File: config.mk
export PLATFORM = sky130hd
export DESIGN_NAME = mul_issue_ctrl_flat
export DESIGN_NICKNAME = d
export VERILOG_FILES = /design/src/rtl/mul_issue_ctrl_if.sv /design/src/rtl/mul_issue_ctrl.sv /design/src/flat_wrapper.sv
export SDC_FILE = /design/constraint.sdc
export NUM_CORES = 1
export LEC_CHECK = 0
export CAP_MARGIN = 20
export CELL_PAD_IN_SITES_DETAIL_PLACEMENT = 1
export CELL_PAD_IN_SITES_GLOBAL_PLACEMENT = 1
export CORE_MARGIN = 2
export CORE_UTILIZATION = 24
export DETAILED_ROUTE_END_ITERATION = 10
export GPL_ROUTABILITY_DRIVEN = 0
export PLACE_DENSITY_LB_ADDON = 0.3
export SYNTH_ARGS = -nofsm -noshare
export SYNTH_HDL_FRONTEND = slang
export SYNTH_SLANG_ARGS = --single-unit
File: constraint.sdc
create_clock -name clk -period 2 [get_ports clk]
set_input_delay 0.3 -clock clk [delete_from_list [all_inputs] [get_ports clk]]
set_output_delay 0.3 -clock clk [all_outputs]
set_load 0.01 [all_outputs]
File: src/rtl/mul_issue_ctrl_if.sv
`timescale 1ns/1ps
`default_nettype none
// ============================================================================
// Module   : mul_issue_ctrl_if
// Brief    : EX-stage multiply handshake plus unsigned-multiplier start/done bus
// Revision : 1.0 - initial release
// ============================================================================
interface mul_issue_ctrl_if #(
    parameter int XLEN = 32
);
    logic                ex_valid;
    logic                ex_mul;
    logic [1:0]          ex_funct3;
    logic [XLEN-1:0]     ex_rs1;
    logic [XLEN-1:0]     ex_rs2;
    logic                flush;
    logic                stall;
    logic                res_valid;
    logic [XLEN-1:0]     res;
    logic                mul_start;
    logic [XLEN-1:0]     mul_a;
    logic [XLEN-1:0]     mul_b;
    logic                mul_done;
    logic [2*XLEN-1:0]   mul_product;
    logic                mul_err;

    modport slave (
        input  ex_valid, ex_mul, ex_funct3, ex_rs1, ex_rs2, flush,
        input  mul_done, mul_product,
        output stall, res_valid, res, mul_start, mul_a, mul_b, mul_err
    );

    modport master (
        output ex_valid, ex_mul, ex_funct3, ex_rs1, ex_rs2, flush,
        output mul_done, mul_product,
        input  stall, res_valid, res, mul_start, mul_a, mul_b, mul_err
    );
endinterface
`default_nettype wire

File: src/rtl/mul_issue_ctrl.sv
`timescale 1ns/1ps
`default_nettype none
// ============================================================================
// Module   : mul_issue_ctrl
// Brief    : RV32M multiply issue/stall/sign-fixup controller for an iterative
//            unsigned multiplier. Optional WAIT/DRAIN timeout: MUL_TIMEOUT_EN.
// Revision : 1.0 - initial release
// ============================================================================
module mul_issue_ctrl #(
    parameter int XLEN    = 32,
    parameter int TIMEOUT = 64
) (
    input  logic               clk,
    input  logic               rst,
    mul_issue_ctrl_if.slave    bus
);
    localparam logic [2:0] S_IDLE  = 3'd0;
    localparam logic [2:0] S_ISSUE = 3'd1;
    localparam logic [2:0] S_WAIT  = 3'd2;
    localparam logic [2:0] S_DONE  = 3'd3;
    localparam logic [2:0] S_DRAIN = 3'd4;

    logic [2:0]          r_state;
    logic [2:0]          w_next;
    logic [1:0]          r_funct3;
    logic                r_neg;
    logic [XLEN-1:0]     r_a;
    logic [XLEN-1:0]     r_b;
    logic [XLEN-1:0]     r_res;

    logic                w_accept;
    logic                w_a_neg;
    logic                w_b_neg;
    logic                w_wait;
    logic                w_drain;
    logic                w_tmo;
    logic                w_tmo_wait;
    logic [2*XLEN-1:0]   w_prod;
    logic [XLEN-1:0]     w_sel;

    assign w_accept = (r_state == S_IDLE) & bus.ex_valid & bus.ex_mul & ~bus.flush;
    assign w_wait   = (r_state == S_WAIT);
    assign w_drain  = (r_state == S_DRAIN);

    // Only MULH treats rs2 as signed; MULH and MULHSU treat rs1 as signed.
    assign w_a_neg = bus.ex_rs1[XLEN-1] & ((bus.ex_funct3 == 2'b01) | (bus.ex_funct3 == 2'b10));
    assign w_b_neg = bus.ex_rs2[XLEN-1] & (bus.ex_funct3 == 2'b01);

    assign w_prod = r_neg ? (-bus.mul_product) : bus.mul_product;
    assign w_sel  = (r_funct3 == 2'b00) ? w_prod[XLEN-1:0] : w_prod[2*XLEN-1:XLEN];

`ifdef MUL_TIMEOUT_EN
    localparam int CW = $clog2(TIMEOUT + 1);

    logic [CW-1:0] r_cnt;

    assign w_tmo = (w_wait | w_drain) & (r_cnt == CW'(TIMEOUT - 1)) & ~bus.mul_done;

    always_ff @(posedge clk or negedge rst) begin
        if (!rst) begin
            r_cnt <= '0;
        end else if (((w_next == S_WAIT) || (w_next == S_DRAIN)) && (w_next != r_state)) begin
            r_cnt <= '0;
        end else if (w_wait | w_drain) begin
            r_cnt <= r_cnt + CW'(1);
        end
    end
`else
    // Without the counter the multiplier is trusted to always answer.
    assign w_tmo = 1'b0 & (TIMEOUT > 0);
`endif

    assign w_tmo_wait = w_wait & w_tmo;

    always_comb begin
        w_next = r_state;
        case (r_state)
            S_IDLE:  if (w_accept) w_next = S_ISSUE;
            S_ISSUE: w_next = bus.flush ? S_DRAIN : S_WAIT;
            S_WAIT: begin
                if (bus.mul_done)
                    w_next = bus.flush ? S_IDLE : S_DONE;
                else if (w_tmo)
                    w_next = S_IDLE;
                else if (bus.flush)
                    w_next = S_DRAIN;
            end
            S_DONE:  w_next = S_IDLE;
            S_DRAIN: if (bus.mul_done | w_tmo) w_next = S_IDLE;
            default: w_next = S_IDLE;
        endcase
    end

    always_ff @(posedge clk or negedge rst) begin
        if (!rst) begin
            r_state  <= S_IDLE;
            r_funct3 <= 2'b00;
            r_neg    <= 1'b0;
            r_a      <= '0;
            r_b      <= '0;
            r_res    <= '0;
        end else begin
            r_state <= w_next;
            if (w_accept) begin
                r_funct3 <= bus.ex_funct3;
                r_a      <= w_a_neg ? (-bus.ex_rs1) : bus.ex_rs1;
                r_b      <= w_b_neg ? (-bus.ex_rs2) : bus.ex_rs2;
                r_neg    <= w_a_neg ^ w_b_neg;
            end
            if (w_wait) begin
                if (bus.mul_done & ~bus.flush)
                    r_res <= w_sel;
                else if (w_tmo)
                    r_res <= '0;
            end
        end
    end

    assign bus.stall     = w_accept | (r_state == S_ISSUE) | w_wait | w_drain;
    assign bus.mul_start = (r_state == S_ISSUE);
    assign bus.mul_a     = r_a;
    assign bus.mul_b     = r_b;
    assign bus.res_valid = ((r_state == S_DONE) | w_tmo_wait) & ~bus.flush;
    assign bus.res       = w_tmo_wait ? '0 : r_res;
    assign bus.mul_err   = w_tmo;

endmodule
`default_nettype wire

File: src/flat_wrapper.sv
// flat-port wrapper written by rule: the top's interface ports become plain ports
module mul_issue_ctrl_flat 
#(
    parameter int XLEN    = 32,
    parameter int TIMEOUT = 64
)
  (clk, rst, bus_ex_valid, bus_ex_mul, bus_ex_funct3, bus_ex_rs1, bus_ex_rs2, bus_flush, bus_mul_done, bus_mul_product, bus_stall, bus_res_valid, bus_res, bus_mul_start, bus_mul_a, bus_mul_b, bus_mul_err);
  mul_issue_ctrl_if #(.XLEN(XLEN)) bus_i ();
  input  logic clk;
  input  logic rst;
  input wire logic [$bits(bus_i.ex_valid)-1:0] bus_ex_valid;
  input wire logic [$bits(bus_i.ex_mul)-1:0] bus_ex_mul;
  input wire logic [$bits(bus_i.ex_funct3)-1:0] bus_ex_funct3;
  input wire logic [$bits(bus_i.ex_rs1)-1:0] bus_ex_rs1;
  input wire logic [$bits(bus_i.ex_rs2)-1:0] bus_ex_rs2;
  input wire logic [$bits(bus_i.flush)-1:0] bus_flush;
  input wire logic [$bits(bus_i.mul_done)-1:0] bus_mul_done;
  input wire logic [$bits(bus_i.mul_product)-1:0] bus_mul_product;
  output wire logic [$bits(bus_i.stall)-1:0] bus_stall;
  output wire logic [$bits(bus_i.res_valid)-1:0] bus_res_valid;
  output wire logic [$bits(bus_i.res)-1:0] bus_res;
  output wire logic [$bits(bus_i.mul_start)-1:0] bus_mul_start;
  output wire logic [$bits(bus_i.mul_a)-1:0] bus_mul_a;
  output wire logic [$bits(bus_i.mul_b)-1:0] bus_mul_b;
  output wire logic [$bits(bus_i.mul_err)-1:0] bus_mul_err;
  assign bus_i.ex_valid = bus_ex_valid;
  assign bus_i.ex_mul = bus_ex_mul;
  assign bus_i.ex_funct3 = bus_ex_funct3;
  assign bus_i.ex_rs1 = bus_ex_rs1;
  assign bus_i.ex_rs2 = bus_ex_rs2;
  assign bus_i.flush = bus_flush;
  assign bus_i.mul_done = bus_mul_done;
  assign bus_i.mul_product = bus_mul_product;
  assign bus_stall = bus_i.stall;
  assign bus_res_valid = bus_i.res_valid;
  assign bus_res = bus_i.res;
  assign bus_mul_start = bus_i.mul_start;
  assign bus_mul_a = bus_i.mul_a;
  assign bus_mul_b = bus_i.mul_b;
  assign bus_mul_err = bus_i.mul_err;
  mul_issue_ctrl #(.XLEN(XLEN), .TIMEOUT(TIMEOUT)) u_core (.clk(clk), .rst(rst), .bus(bus_i));
endmodule
==> results.ini <==
[status]
status=complete, but fails checks
violations=negative setup slack

[logic_synthesis]
synthesis.nets=1015
synthArstFlopShare_pct=100
synth-main-ff-cell=dfrtp_1
synth_top_area_cell=dfrtp_1
yosysTopAreaCellShare_pct=35.8
avgSynthCellArea_sq_um=8.15
ys_seq_area_share_pct=35.8
netlist_instances=875
synth_edf_count=0
synth-seq-cells=102
yosysWarnings=0
syn_area_sq_mm=0.00713
synthTopCellsByArea=dfrtp_1 36%, xnor2_1 7.0%, o21ai_0 6.9%
netlist-cell-type-count=66

[global_routing]
grt_max_degree=63
antenna_found_initial=2
grt.busiest_layer=met2
grtUsageTotal_pct=22.1
grt_use_met1_pct=26.9
grt_util_met3_pct=6.52
grtUsageMet2_pct=37.5
overflow=0
grt_pass1_wl_mm=53.6
grt_pass1_vias=9655

[routing]
drc=0
vias=9085
drtPass1Iterations=5
drt_iter0_drc=467
drtAntennaViolNets=0
viasPerCell=5.10
routed_wl_mm=35.2
wl_per_cell_microns=19.7

[power_and_ir_drop]
p_leak_nw=6.07
seqPwrFrac_pct=31.0
pwr-share-clk_pct=18.3
swShare_pct=38.6
ir_worst_vdd_v=0.000535
p_sw_mw=4.04
power_frac_comb_pct=50.8
powerDensity_mw_per_mm2=766
p_int_mw=6.43

[cts]
clockRootBuffer=clkbuf_16
cts_made_buffers=9
cts_tree=done
clk_latency_ns=0.37
htreeDepth=3
clkTransAtPathRegs_ns=0.09
clock_sinks=102
clk_path_buf_depth=2

[hold_path]
hp-class=in2reg
worstHoldStart=bus_mul_product[43]
hold_end=u_core.bus.res[11]$_DFFE_PN0P_
whs_path_depth=3

[setup_path]
critical_path_class=in2reg
startpoint_type=input port
reg2reg_slack_ns=0.11
r2r_start=u_core.r_state[0]$_DFFE_PN0P_
cp_max_fo=5
startpoint=bus_mul_product[22]
worstPathArrival_ns=2.66
r2r_end=u_core.bus.res[12]$_DFFE_PN0P_
worstPathRequired_ns=2.25
crit_path_end_kind=flip-flop
ff2ff_path_depth=9

[die]
die_area_sq_mm=0.0311
core_area_sq_mm=0.0295
die_width_microns=176
io_pins=236
start_util_pct=24.2
fp-row-count=63
fp.dieH_microns=176

[job]
drv_cap=0

[timing]
final-hold-violation-count=0
worst_slew_pin_slew_ns=0.535
worst_slack_ns=-0.419
max_freq_ghz=0.413
maxSlewViolCount=0
setup_viol=27
max-slew-margin-rel_pct=64.3
period_needed_ns=2.42
post-route-period-util_pct=121
skew_ns=0.0167
rsz0062_at_grt=true

[placement]
place_area_sq_mm=0.0122
port_buffers=234
place_hpwl_mm=26.3
placed_cells=1720

[finish]
final_layout_size_suffix_gt1_share_pct=36.1
nets=1527
layout.cells.non_filler=1783
syn_to_final_growth_pct=91.6
final_cell_area_sq_mm=0.0137

synth_stat cells, drive strengths merged (16+ instances only):
cell type	count
o21ai	101
a21oi	41
or4	26
o31ai	23
xnor2	57
o41ai	17
clkbuf	39
inv	16
or3	18
nand2	118
nor2	70
dfrtp	102
nor4	25
nor3	34
xor2	45
per-stage QoR:
| stage | worst slack, ns | TNS [ns] | hold slack (ns) | power [mW] | utilization (%) |
|---|---|---|---|---|---|
| global route | -0.439 | -5.70 | 0.288 | 11.1 | 46.3 |
| CTS | -0.387 | -4.53 | 0.284 | 10.4 | 45.0 |
| detailed placement | -1.21 | -49.87 | 0.319 | 8.30 | 41.3 |
| floorplan | -0.564 | -6.23 | 0.00441 | 5.25 | - |
| finish | -0.419 | -4.32 | 0.304 | 10.5 | 46.3 |
| global placement | -1.13 | -46.92 | 0.312 | 8.20 | 41.3 |
cell families (layout without fill, tap and decap cells):
family	after synthesis	after routing	synth area share (%)
flops	102	102	35.8
xor+xnor	102	102	12.5
buf+inv	66	583	3.90
mux	9	9	1.32
compound gates	239	239	21.1
other cells	1	2	0.0526
fa+ha+maj	4	4	0.702
simple gates	352	352	24.6
what timing repair did:
action / in CTS / in global routing
hold buffers: 1 / 0
hold endpoints to repair: 28 / 0
setup endpoints to repair: 62 / 60
resized for setup: 269 / 108
setup buffers: 37 / 12
pin swaps: 79 / 85
layout by cell type, fill, tap and decap left out, drive strengths merged, types with 5 or more instances in the layout:
| cell type | instances |
|---|---|
| clkbuf | 16 |
| a21oi | 41 |
| a22oi | 10 |
| nand4 | 6 |
| nor2 | 70 |
| dfrtp | 102 |
| clkdlybuf4s50 | 151 |
| dlygate4sd2 | 30 |
| or3 | 18 |
| xor2 | 45 |
| o41ai | 17 |
| nand3 | 15 |
| o21ai | 101 |
| buf | 338 |
| a31oi | 9 |
| dlymetal6s2s | 13 |
| mux2i | 6 |
| nor3 | 34 |
| or4 | 26 |
| nand2 | 118 |
| clkdlybuf4s15 | 11 |
| or2 | 5 |
| inv | 21 |
| nor4 | 25 |
| and3 | 11 |
| xnor2 | 57 |
| o31ai | 23 |
critical path: stages:
cell and delay, ns:
buf_6 0.09, or4_4 0.53, or4b_4 0.52, or4_4 0.65, o311a_1 0.39, o21ai_1 0.12, a21oi_1 0.08
metal layers:
layer  wire, microns  share of wire (%)  vias to the layer above
met5              13              0.037                        -
li1                -                  -                     4223
met1           14200                 40                     4438
met2           16800                 48                      354
met4            1040                2.9                        2
met3            3120                8.9                       68
cell type report:
cell class                 instances  area, sq um
multi-input combinational        707         5330
tap                              390          488
clock buffer                       9          225
inverter                          16         62.6
sequential                       102         2550
timing repair buffer             551         4930
fill                            3435        15800
antenna                            1         2.50
clock inverter                     7         72.6
flip-flops by register name (all words and copies together) (netlist names):
name and flops:
u_core.r_funct3 2, u_core.r_state 3, u_core.r_neg 1, u_core.bus.mul_b 32
u_core.bus.res 32, u_core.bus.mul_a 32
power by group through the flow:
stage	Combinational (mW)	Clock, mW	Sequential (mW)
after floorplan	1.74	0	3.51
after global placement	4.94	0	3.27
after detailed placement	5.02	0	3.28
after CTS	5.19	1.96	3.25
after global routing	5.75	2.04	3.34
final	5.31	1.91	3.24
how the worst max path moves through the flow:
stage / cells past startpoint / endpoint / slack (ns)
final: 7 / u_core.bus.res[20]$_DFFE_PN0P_ / -0.42
after global routing: 7 / u_core.bus.res[20]$_DFFE_PN0P_ / -0.44
after CTS: 7 / u_core.bus.res[30]$_DFFE_PN0P_ / -0.39
after detailed placement: 7 / u_core.bus.res[28]$_DFFE_PN0P_ / -1.21
after global placement: 7 / u_core.bus.res[28]$_DFFE_PN0P_ / -1.13
after floorplan: 7 / u_core.bus.res[28]$_DFFE_PN0P_ / -0.56
Power figures use the tool's default switching activity.
